File: src/rtl/rv32i_pkg.sv
// rv32i_pkg: shared decoder control bundle, sequencer states and trap cause codes
package rv32i_pkg;
  typedef struct packed {
    logic reg_write;
    logic mem_read;
    logic mem_write;
    logic branch;
    logic jump;
  } ctrl_signals_t;
  typedef enum logic [2:0] {S_FETCH, S_DECODE, S_EXECUTE, S_MEM, S_WB, S_HALT, S_TRAP} ctrl_state_e;
  localparam logic [1:0] CAUSE_NONE    = 2'b00;
  localparam logic [1:0] CAUSE_ILLEGAL = 2'b01;
  localparam logic [1:0] CAUSE_IMEM_TO = 2'b10;
  localparam logic [1:0] CAUSE_DMEM_TO = 2'b11;
endpackage

File: src/rtl/rv32i_ctrl_fsm_if.sv
// rv32i_ctrl_fsm_if: fetch and data bus handshakes between the sequencer and memory
interface rv32i_ctrl_fsm_if;
  logic imem_req_valid;
  logic imem_req_ready;
  logic imem_rsp_valid;
  logic dmem_req_valid;
  logic dmem_req_ready;
  logic dmem_rsp_valid;
  modport master (
    output imem_req_valid, dmem_req_valid,
    input  imem_req_ready, imem_rsp_valid, dmem_req_ready, dmem_rsp_valid
  );
  modport slave (
    input  imem_req_valid, dmem_req_valid,
    output imem_req_ready, imem_rsp_valid, dmem_req_ready, dmem_rsp_valid
  );
endinterface

File: src/rtl/rv32i_bus_timeout.sv
// rv32i_bus_timeout: wait-cycle counter that flags expiry on the TIMEOUT-th enabled cycle
module rv32i_bus_timeout #(
  parameter int TIMEOUT = 64
) (
  input  logic clk,
  input  logic rst,
  input  logic clr,
  input  logic en,
  output logic expired
);
  localparam int W = TIMEOUT > 1 ? $clog2(TIMEOUT) : 1;
  logic [W-1:0] cnt;
  always_ff @(posedge clk)
    if (rst || clr) cnt <= '0;
    else if (en && !expired) cnt <= cnt + W'(1);
  // TIMEOUT of zero never expires
  assign expired = (TIMEOUT != 0) && en && (cnt == W'(TIMEOUT - 1));
endmodule

File: src/rtl/rv32i_ctrl_fsm.sv
// rv32i_ctrl_fsm: multi-cycle FETCH/DECODE/EXECUTE/MEM/WB sequencer with halt, trap and bus timeout
module rv32i_ctrl_fsm
  import rv32i_pkg::*;
#(
  parameter int BUS_TIMEOUT   = 64,
  parameter int INSTRET_WIDTH = 32
) (
  input  logic                     clk,
  input  logic                     rst,
  rv32i_ctrl_fsm_if.master         bus,
  input  ctrl_signals_t            ctrl,
  input  logic                     illegal_instr,
  input  logic                     is_ebreak,
  input  logic                     branch_taken,
  input  logic                     halt_req,
  input  logic                     resume_req,
  output logic                     ir_we,
  output logic                     pc_we,
  output logic                     pc_sel_target,
  output logic                     rf_we,
  output ctrl_state_e              state,
  output logic                     halted,
  output logic                     trap,
  output logic [1:0]               trap_cause,
  output logic [INSTRET_WIDTH-1:0] instret
);
  ctrl_state_e nxt;
  logic [1:0] cause_nxt;
  logic first, acc, take_target, expired, waiting, ready, rsp;
  rv32i_bus_timeout #(.TIMEOUT(BUS_TIMEOUT)) u_timeout (
    .clk, .rst, .clr(nxt != state), .en(waiting), .expired
  );
  assign halted = state == S_HALT || state == S_TRAP;
  assign trap   = state == S_TRAP;
  always_comb begin
    nxt = state;
    cause_nxt = trap_cause;
    ir_we = 1'b0;
    pc_we = 1'b0;
    rf_we = 1'b0;
    pc_sel_target = 1'b0;
    bus.imem_req_valid = 1'b0;
    bus.dmem_req_valid = 1'b0;
    waiting = state == S_FETCH || state == S_MEM;
    ready = state == S_MEM ? bus.dmem_req_ready : bus.imem_req_ready;
    rsp = state == S_MEM ? bus.dmem_rsp_valid : bus.imem_rsp_valid;
    case (state)
      S_FETCH:
        if (first && halt_req) nxt = S_HALT;
        else begin
          bus.imem_req_valid = !acc;
          // a response only counts once the request has been (or is being) accepted
          if ((acc || ready) && rsp) begin
            ir_we = 1'b1;
            nxt = S_DECODE;
          end else if (expired) begin
            nxt = S_TRAP;
            cause_nxt = CAUSE_IMEM_TO;
          end
        end
      S_DECODE: begin
        nxt = illegal_instr ? S_TRAP : is_ebreak ? S_HALT : S_EXECUTE;
        cause_nxt = illegal_instr ? CAUSE_ILLEGAL : trap_cause;
      end
      S_EXECUTE: nxt = (ctrl.mem_read || ctrl.mem_write) ? S_MEM : S_WB;
      S_MEM: begin
        bus.dmem_req_valid = !acc;
        if ((acc || ready) && rsp) nxt = S_WB;
        else if (expired) begin
          nxt = S_TRAP;
          cause_nxt = CAUSE_DMEM_TO;
        end
      end
      S_WB: begin
        rf_we = ctrl.reg_write;
        pc_we = 1'b1;
        pc_sel_target = take_target;
        nxt = S_FETCH;
      end
      S_HALT: nxt = resume_req && !halt_req ? S_FETCH : S_HALT;
      S_TRAP: nxt = S_TRAP;
      default: nxt = S_FETCH;
    endcase
  end
  always_ff @(posedge clk)
    if (rst) begin
      state <= S_FETCH;
      first <= 1'b1;
      acc <= 1'b0;
      take_target <= 1'b0;
      trap_cause <= CAUSE_NONE;
      instret <= '0;
    end else begin
      state <= nxt;
      first <= nxt != state;
      acc <= nxt == state && (acc || ((bus.imem_req_valid || bus.dmem_req_valid) && ready));
      if (state == S_EXECUTE) take_target <= ctrl.jump || (ctrl.branch && branch_taken);
      trap_cause <= cause_nxt;
      if (pc_we) instret <= instret + INSTRET_WIDTH'(1);
    end
endmodule

File: src/flat_wrapper.sv
// flat-port wrapper written by rule: the top's interface ports become plain ports
module rv32i_ctrl_fsm_flat import rv32i_pkg::*;
#(
  parameter int BUS_TIMEOUT   = 64,
  parameter int INSTRET_WIDTH = 32
)
  (clk, rst, ctrl, illegal_instr, is_ebreak, branch_taken, halt_req, resume_req, ir_we, pc_we, pc_sel_target, rf_we, state, halted, trap, trap_cause, instret, bus_imem_req_valid, bus_dmem_req_valid, bus_imem_req_ready, bus_imem_rsp_valid, bus_dmem_req_ready, bus_dmem_rsp_valid);
  rv32i_ctrl_fsm_if bus_i ();
  input  logic clk;
  input  logic rst;
  input  ctrl_signals_t ctrl;
  input  logic illegal_instr;
  input  logic is_ebreak;
  input  logic branch_taken;
  input  logic halt_req;
  input  logic resume_req;
  output logic ir_we;
  output logic pc_we;
  output logic pc_sel_target;
  output logic rf_we;
  output ctrl_state_e state;
  output logic halted;
  output logic trap;
  output logic [1:0] trap_cause;
  output logic [INSTRET_WIDTH-1:0] instret;
  output wire logic [$bits(bus_i.imem_req_valid)-1:0] bus_imem_req_valid;
  output wire logic [$bits(bus_i.dmem_req_valid)-1:0] bus_dmem_req_valid;
  input wire logic [$bits(bus_i.imem_req_ready)-1:0] bus_imem_req_ready;
  input wire logic [$bits(bus_i.imem_rsp_valid)-1:0] bus_imem_rsp_valid;
  input wire logic [$bits(bus_i.dmem_req_ready)-1:0] bus_dmem_req_ready;
  input wire logic [$bits(bus_i.dmem_rsp_valid)-1:0] bus_dmem_rsp_valid;
  assign bus_imem_req_valid = bus_i.imem_req_valid;
  assign bus_dmem_req_valid = bus_i.dmem_req_valid;
  assign bus_i.imem_req_ready = bus_imem_req_ready;
  assign bus_i.imem_rsp_valid = bus_imem_rsp_valid;
  assign bus_i.dmem_req_ready = bus_dmem_req_ready;
  assign bus_i.dmem_rsp_valid = bus_dmem_rsp_valid;
  rv32i_ctrl_fsm #(.BUS_TIMEOUT(BUS_TIMEOUT), .INSTRET_WIDTH(INSTRET_WIDTH)) u_core (.clk(clk), .rst(rst), .bus(bus_i), .ctrl(ctrl), .illegal_instr(illegal_instr), .is_ebreak(is_ebreak), .branch_taken(branch_taken), .halt_req(halt_req), .resume_req(resume_req), .ir_we(ir_we), .pc_we(pc_we), .pc_sel_target(pc_sel_target), .rf_we(rf_we), .state(state), .halted(halted), .trap(trap), .trap_cause(trap_cause), .instret(instret));
endmodule
File: config.mk
export PLATFORM = sky130hd
export DESIGN_NAME = rv32i_ctrl_fsm_flat
export DESIGN_NICKNAME = d
export VERILOG_FILES = /design/src/rtl/rv32i_pkg.sv /design/src/rtl/rv32i_ctrl_fsm_if.sv /design/src/rtl/rv32i_bus_timeout.sv /design/src/rtl/rv32i_ctrl_fsm.sv /design/src/flat_wrapper.sv
export SDC_FILE = /design/constraint.sdc
export NUM_CORES = 1
export LEC_CHECK = 0
export CAP_MARGIN = 20
export CORE_MARGIN = 5
export CORE_UTILIZATION = 50
export CTS_BUF_LIST = sky130_fd_sc_hd__clkbuf_16
export CTS_CLUSTER_SIZE = 30
export DETAILED_ROUTE_END_ITERATION = 10
export HOLD_SLACK_MARGIN = 0.08
export PLACE_DENSITY_LB_ADDON = 0.05
export SETUP_SLACK_MARGIN = 0.4
export SLEW_MARGIN = 10
export SYNTH_ARGS = -nofsm -noshare
export SYNTH_HDL_FRONTEND = slang
export SYNTH_HIERARCHICAL = 1
export SYNTH_SLANG_ARGS = --single-unit
export TNS_END_PERCENT = 5
File: constraint.sdc
create_clock -name clk -period 6.2 [get_ports clk]
set_input_delay 0.62 -clock clk [delete_from_list [all_inputs] [get_ports clk]]
set_output_delay 0.62 -clock clk [all_outputs]
set_load 0.05 [all_outputs]
After elaboration in Yosys (flattened, before gate mapping)
Cells that the tools add are included.
- $add $sub $neg: 2
- eq/ne operators: 15
- muxes and demuxes: 27
- reduce and logical (&&, ||, !) cells: 22
- operator list (cell ; number):
    32-bit by 1-bit adder with 32-bit output (second input constant) ; 1
    3-bit two-way mux ; 8
    3-bit one-hot mux with 6 select lines ; 1
    2-bit two-way mux ; 6
    2-bit != test (second input constant) ; 6
    1-bit two-way mux ; 11
    3-bit == test (second input constant) ; 3
    1-bit logical AND ; 8
    1-bit logical OR ; 8
    7-bit AND reduction ; 1
    6-bit by 1-bit adder with 6-bit output (second input constant) ; 1
    3-bit by 2-bit == test with 1-bit output (second input constant) ; 2
    6-bit == test (second input constant) ; 1
    2-bit one-hot mux with 3 select lines ; 1
    3-bit by 1-bit == test with 1-bit output (second input constant) ; 1
    3-bit == test ; 1
    1-bit zero test ; 3
    3-bit zero test ; 1
    3-bit != test ; 1
    3-bit nonzero test ; 1
- flip-flop bits (word level): 46
- input bits: 16
- output and inout bits: 45
- word-level logic and storage cells: 73

Longest topological paths before layout
Gate-level depths: netlist of the first run.
- word-level depth: 9
- mapped depth: 12
- gate-level depth less buffers: 10

Hierarchy
The synthesis of the first run kept the hierarchy.
- by module, submodules not included (module ; times used ; cells each ; area an instance (um^2) ; seq. area each (um^2)):
    rv32i_ctrl_fsm ; 1 ; 250 ; 2039.5 ; 800.8
    rv32i_bus_timeout ; 1 ; 33 ; 301.5 ; 120.1

Least setup slack after synthesis of the first run
Ideal clock, no wire load.
- path kind: reg-to-output
- from: reg u_core.state[0]
- to: out ir_we
- arrival time: 2330 ps
- required time: 5580 ps
- slack: 3250 ps
- stages on the path, launching flop included: 5
- buffers on the path: 1
- cells stage by stage: dfxtp_1 buf_2 nand3b_2 mux2i_1 nor3_1
- cells in the longest elaborated chain, start to end: 7
- elaborated cells on any way between the ends: 9
- classes of those cells: eq/ne (1); mux (5); reduce/logical (3)
- ends and longest elaborated chain (item ; line ; RTL):
    from (decl) ; rv32i_ctrl_fsm.sv:21 ; output ctrl_state_e state,
    from (signal assigned) ; rv32i_ctrl_fsm.sv:94 ; state <= nxt;
    3-bit by 2-bit == test with 1-bit output ; rv32i_ctrl_fsm.sv:45, rv32i_ctrl_fsm.sv:46 ;
    1-bit two-way mux ; rv32i_ctrl_fsm.sv:45 ; ready = state == S_MEM ? bus.dmem_req_ready : bus.imem_req_ready;
    1-bit logical OR ; rv32i_ctrl_fsm.sv:53 ; if ((acc || ready) && rsp) begin
    1-bit logical AND ; rv32i_ctrl_fsm.sv:53 ;
    1-bit two-way mux ; rv32i_ctrl_fsm.sv:53 ;
    1-bit two-way mux ; rv32i_ctrl_fsm.sv:49 ; if (first && halt_req) nxt = S_HALT;
    1-bit two-way mux (*) ; rv32i_ctrl_fsm.sv:47 ; case (state)
    to (decl) ; flat_wrapper.sv:17 ; output logic ir_we;
Every way passes the cells marked *; elsewhere a longest branch is shown, timed or not.

Worst setup path after layout of the first run
- from: in halt_req
- to: out ir_we
- cells in the longest elaborated chain, start to end: 3
- ends and longest elaborated chain (item ; line ; RTL):
    from (decl) ; flat_wrapper.sv:15 ; input logic halt_req;
    1-bit logical AND ; rv32i_ctrl_fsm.sv:49 ;
    1-bit two-way mux ; rv32i_ctrl_fsm.sv:49 ;
    1-bit two-way mux ; rv32i_ctrl_fsm.sv:47 ;
Every way passes these cells.

==> impl_metrics.json, run 1 <==
{
  "peakVddDrop_mv": 0.233,
  "async_flop_share_pct": 0,
  "cts_setup_buffers": 0,
  "slowest_delay_ps": 830,
  "worst-path-buf-inv": 2,
  "synthesis.area_mm2": 0.00234,
  "cts.hold.buffers_added": 0,
  "die_h_um": 78.4,
  "crit_slowest_cell": "clkdlybuf4s50_1",
  "diodes": 0,
  "wl_um": 5630,
  "critPathTopFamily": "buffers and inverters",
  "status": "finished clean",
  "fin_nets": 358,
  "postSynthAreaPerCell_um2": 8.27,
  "cts_sinks": 46,
  "cts_inserted_buffers": 5,
  "r2r_end": "u_core/u_timeout/cnt[3]$_SDFFE_PP0P_",
  "ys.flop_type": "dfxtp_1",
  "detail_route.wl_per_cell_um": 14.4,
  "vias": 2203,
  "p_leak_nw": 1.13,
  "die-area_mm2": 0.00615,
  "cts_root_buf": "clkbuf_16",
  "place.detailed.hpwl_um": 4000,
  "tightest_slew_ps": 708,
  "critPathRequiredTime_ps": 5580,
  "yosysWarnings": 6,
  "power.density_mw_per_mm2": 332,
  "layout.cells.most_common": "clkdlybuf4s50_1",
  "reg2reg_from": "u_core/state[1]$_SDFF_PP0_",
  "layout-drive-gt1-share_pct": 4.71,
  "synth_edf_count": 0,
  "layout_common_cells": "60 x clkdlybuf4s50_1, 46 x dfxtp_1, 45 x nor2_1",
  "reg2reg_depth": 10,
  "cap_viol_max_count": 0,
  "hold_path_end": "u_core/u_timeout/cnt[1]$_SDFFE_PP0P_",
  "syn_to_final_growth_pct": 32.7,
  "place.gp.congestion": 0.893,
  "clk_pin_slew_worst_paths_ps": 60,
  "grt_pass1_vias": 2060,
  "synthCells": 283,
  "finalCritPeriodShare_pct": 50.9,
  "finClkSkew_ps": 3.16,
  "cts-resized-gates": 0,
  "critPathKind": "in -> out",
  "setup_viol": 0,
  "numPortBuffers": 60,
  "final_hold_viol_count": 0,
  "crit_path_end_kind": "primary output",
  "path_cells": "clkdlybuf4s50_1 > a2111o_1 > nor3_1 > clkdlybuf4s50_1",
  "drt_iter0_markers": 122,
  "fmax_mhz": 317,
  "fp.dieW_um": 78.4,
  "synth_cell_types": 51,
  "h-tree-depth": 2,
  "final_area_mm2": 0.00311,
  "worstSetupStartpoint": "halt_req",
  "hp-class": "reg -> reg",
  "via_per_inst": 5.62,
  "grt_pass1_wl_um": 9520,
  "rsz0062_at_grt": "no",
  "boundaryPins": 61,
  "worstHoldStart": "u_core/u_timeout/cnt[1]$_SDFFE_PP0P_",
  "ant_nets": 0,
  "grt_overflow": 0,
  "hold_depth": 2,
  "worst_ep_arrival_time_ps": 2530,
  "finalSetupTns_ps": 0,
  "reg2reg_slack_ps": 3050,
  "ys_seq_area_share_pct": 39.3,
  "fillers": 382,
  "crit_top_cell": "clkdlybuf4s50_1",
  "antenna_found_initial": 0,
  "initial_core_util_pct": 52.7,
  "layout.cells.non_filler": 392,
  "period_minus_slack_ps": 3150,
  "core_mm2": 0.00444,
  "cp-start-kind": "primary input",
  "cts_tree": "built",
  "post_dp_cell_area_mm2": 0.00297,
  "grt_start_max_net_pins": 39,
  "synth_nets": 301,
  "grt_usage_pct": 18.8,
  "cp_max_fo": 4,
  "dr.pass1.iters": 4,
  "slew_viol_final": 0,
  "dp.cells": 385,
  "maxSlewHeadroom_pct": 52.4,
  "clkLatencyLatePin_ps": 280,
  "cts_buffer_depth": 2,
  "row_count": 24,
  "drcViolationCount": 0,
  "ys_ff_latch": 46
}
-- stage by stage --
step / utilization, % / worst slack (ps) / hold slack [ps] / power [mW]
floorplan: - / 3250 / 452 / 0.669
global placement: 66.8 / 3030 / 462 / 0.779
detailed placement: 66.8 / 2950 / 479 / 0.781
CTS: 69.9 / 3040 / 487 / 1.03
global route: 69.9 / 2810 / 518 / 1.09
finish: 69.9 / 3050 / 480 / 1.03
-- flip-flops by register name, indices dropped and copies added, names as in the netlist --
name	count
u_core/instret	32
u_core/u_timeout/cnt	6
u_core/state	3
u_core/trap_cause	2
u_core/acc	1
u_core/first	1
u_core/take_target	1
-- kinds of logic after synthesis --
kind of cell / Yosys count / synth area share [%]
AO/OA/AOI/OAI: 52 / 15.2
XOR/XNOR: 26 / 9.73
adder cells (fa/ha/maj): 2 / 1.07
buffers and inverters: 17 / 2.83
flip-flops: 46 / 39.3
multiplexers: 3 / 1.28
AND/OR/NAND/NOR: 137 / 30.6
-- worst max-delay path by stage --
| stage | endpoint | slack (ps) | cells after the start |
|---|---|---|---|
| finish | ir_we | 3050 | 4 |
| detailed placement | u_core/u_timeout/cnt[3]$_SDFFE_PP0P_ | 2950 | 9 |
| global placement | u_core/u_timeout/cnt[3]$_SDFFE_PP0P_ | 3030 | 9 |
| floorplan | ir_we | 3250 | 4 |
| global route | u_core/u_timeout/cnt[3]$_SDFFE_PP0P_ | 2810 | 10 |
| CTS | ir_we | 3040 | 4 |
-- where the power goes --
part / switching, mW / internal, mW
Combinational: 0.250 / 0.153
Clock: 0.106 / 0.146
Sequential: 0.0597 / 0.318
-- synth_stat cells, types with 2 or more instances --
library cell	n	share of area, %
and4bb_1	2	1.1
xnor2_1	8	3.0
and4_1	2	0.75
or3_1	6	1.6
o221ai_1	2	0.75
ha_1	2	1.1
nor3_1	4	0.86
a211oi_1	2	0.64
nor2_1	45	7.2
a21oi_1	12	2.6
a41oi_1	2	0.75
a31oi_1	3	0.80
and2_1	5	1.3
and3_1	11	2.9
nand2_1	24	3.8
o21a_1	4	1.3
nand3b_1	2	0.64
o21ai_0	13	2.8
nand4_1	3	0.80
buf_2	2	0.43
clkbuf_1	8	1.3
xor2_1	18	6.7
mux2i_1	3	1.3
o211ai_1	2	0.64
nand2b_1	5	1.3
inv_1	6	0.96
dfxtp_1	46	39
nor4_2	2	1.1
o21bai_1	2	0.64
nand3_1	16	3.4
-- worst reg2reg max path: cells and delay by family (launching register included) --
family / cells / cell delay [ps]
compound gates: 5 / 1240
simple gates: 4 / 1080
flops: 1 / 690
buf+inv: 1 / 70
-- cell type report --
class / count / area, um^2 / share of cell area [%]
Clock buffer: 5 / 125 / 4.03
Clock inverter: 2 / 10.0 / 0.322
Timing Repair Buffer: 61 / 608 / 19.6
Sequential cell: 46 / 921 / 29.7
Inverter: 6 / 22.5 / 0.725
Tap cell: 52 / 65.1 / 2.10
Multi-Input combinational cell: 220 / 1350 / 43.6
-- per-layer routing --
layer / part of all wire [%] / track usage, %
met1: 43 / 22.7
met2: 48 / 31.7
met3: 7.1 / 5.49
met4: 1.8 / 6.99
met5: 0 / 0
(Power assumes the default switching activity.)
==> inputs of run 2 (changes only) <==
Settings changed: CORE_UTILIZATION 50 to 49.
Clock period 6.2 ns to 3.2 ns, I/O delays scaled along.
==> impl_metrics.json, run 2 (synthesis results as in run 1) <==
{
  "initial_core_util_pct": 49.9,
  "drt_iter0_markers": 129,
  "cts_root_buf": "clkbuf_16",
  "via_per_inst": 5.61,
  "reg2reg_slack_ps": 390,
  "power.density_mw_per_mm2": 668,
  "finClkSkew_ps": 5.59,
  "layout-drive-gt1-share_pct": 6.40,
  "final_hold_viol_count": 0,
  "critPathRequiredTime_ps": 3410,
  "rsz0062_at_grt": "yes",
  "maxSlewHeadroom_pct": 46.4,
  "grt_pass1_vias": 2180,
  "cts_setup_buffers": 0,
  "grt_pass1_wl_um": 9480,
  "status": "finished clean",
  "layout.cells.most_common": "clkdlybuf4s50_1",
  "grt_start_max_net_pins": 23,
  "wl_um": 5560,
  "post-place-ws_ps": 255,
  "cts_sinks": 46,
  "setup_viol": 0,
  "cts.hold.buffers_added": 0,
  "drcViolationCount": 0,
  "p_leak_nw": 1.18,
  "tightest_slew_ps": 797,
  "cap_viol_max_count": 0,
  "layout.cells.non_filler": 398,
  "cts_tree": "built",
  "core_mm2": 0.00469,
  "period_minus_slack_ps": 2810,
  "final_util_pct": 67.6,
  "finalSetupTns_ps": 0,
  "layout_common_cells": "59 x clkdlybuf4s50_1, 45 x dfxtp_1, 44 x nor2_1",
  "clk_pin_slew_worst_paths_ps": 60,
  "fp.dieW_um": 79.1,
  "ant_nets": 0,
  "worst_ep_arrival_time_ps": 3030,
  "crit_path_end_kind": "register",
  "dr.pass1.iters": 4,
  "hp-class": "reg -> reg",
  "place.detailed.hpwl_um": 4130,
  "grt_overflow": 0,
  "slew_viol_final": 0,
  "diodes": 0,
  "hold_depth": 2,
  "cts_inserted_buffers": 5,
  "reg_top3": "u_core/instret: 32 flops, u_core/u_timeout/cnt: 6 flops, u_core/state: 3 flops",
  "fin_nets": 361,
  "fmax_mhz": 355,
  "clkLatencyLatePin_ps": 280,
  "path_cells": "buf_4 > nand2b_1 > and3_1 > inv_1 > nor2_1 > o21bai_1 > a311o_1 > a221o_1 > or3_1 > mux2i_1",
  "reg2reg_depth": 10,
  "numPortBuffers": 60,
  "cts-resized-gates": 2,
  "cp-start-kind": "register",
  "crit_slowest_cell": "dfxtp_1",
  "slowest_delay_ps": 450,
  "die-area_mm2": 0.00626,
  "critPathKind": "reg -> reg",
  "dp.cells": 390,
  "vias": 2233,
  "die_h_um": 79.1,
  "worst_slack_ps": 385,
  "antenna_found_initial": 0,
  "place.gp.congestion": 0.937,
  "largest_reg_flops": 32,
  "cts_buffer_depth": 2,
  "top_register": "u_core/instret",
  "post_dp_cell_area_mm2": 0.00300,
  "cp_max_fo": 14,
  "boundaryPins": 61,
  "power_mw": 2.12,
  "grt_usage_pct": 18.3,
  "peakVddDrop_mv": 0.522,
  "detail_route.wl_per_cell_um": 14.0,
  "row_count": 25,
  "h-tree-depth": 2,
  "syn_to_final_growth_pct": 35.5,
  "finalCritPeriodShare_pct": 88.0,
  "final_area_mm2": 0.00317,
  "fin_hold_ws_ps": 483
}
-- run 2: cell types whose count changed in the layout (fill, tap and decap cells not counted), sizes merged --
cell           previous run  this run
buf                       1         4
bufinv                    0         1
clkdlybuf4s50            60        59
dlymetal6s2s              0         1
-- run 2: area by class of cell --
| cell class | instances | area (um^2) |
|---|---|---|
| clock inverter | 3 | 40.0 |
| timing repair buffer | 64 | 633 |
| clock buffer | 5 | 125 |
| fill | 413 | 1520 |
| tap | 54 | 67.6 |
| multi-input combinational | 220 | 1360 |
| sequential | 46 | 922 |
| inverter | 6 | 22.5 |
-- run 2: power breakdown --
| part | switching (mW) | leakage [nW] | internal (mW) | total, mW |
|---|---|---|---|---|
| clock | 0.204 | 0.0836 | 0.365 | 0.570 |
| sequential | 0.0866 | 0.372 | 0.618 | 0.704 |
| combinational | 0.527 | 0.721 | 0.319 | 0.846 |
| total | 0.818 | 1.18 | 1.30 | 2.12 |
-- run 2: per-layer routing --
layer | up-vias | routed length, um | track usage [%]
li1 | 1120 | - | -
met1 | 1045 | 2460 | 22.6
met2 | 62 | 2730 | 32.4
met3 | 6 | 330 | 4.42
met4 | 0 | 32 | 3.44
met5 | - | 0 | 0
-- run 2: worst paths after layout --
path                                                           start                                   end
worst min register to register  u_core/u_timeout/cnt[1]$_SDFFE_PP0P_  u_core/u_timeout/cnt[1]$_SDFFE_PP0P_
worst max register to register            u_core/state[1]$_SDFF_PP0_  u_core/u_timeout/cnt[0]$_SDFFE_PP0P_
worst min-delay path            u_core/u_timeout/cnt[1]$_SDFFE_PP0P_  u_core/u_timeout/cnt[1]$_SDFFE_PP0P_
worst max-delay path                      u_core/state[1]$_SDFF_PP0_  u_core/u_timeout/cnt[0]$_SDFFE_PP0P_
-- run 2: worst max-delay path, delay by kind of cell, from the launching register on --
kind	cells	cell delay [ps]
compound gates	3	950
buf+inv	2	300
flops	1	450
mux	1	130
simple gates	4	920
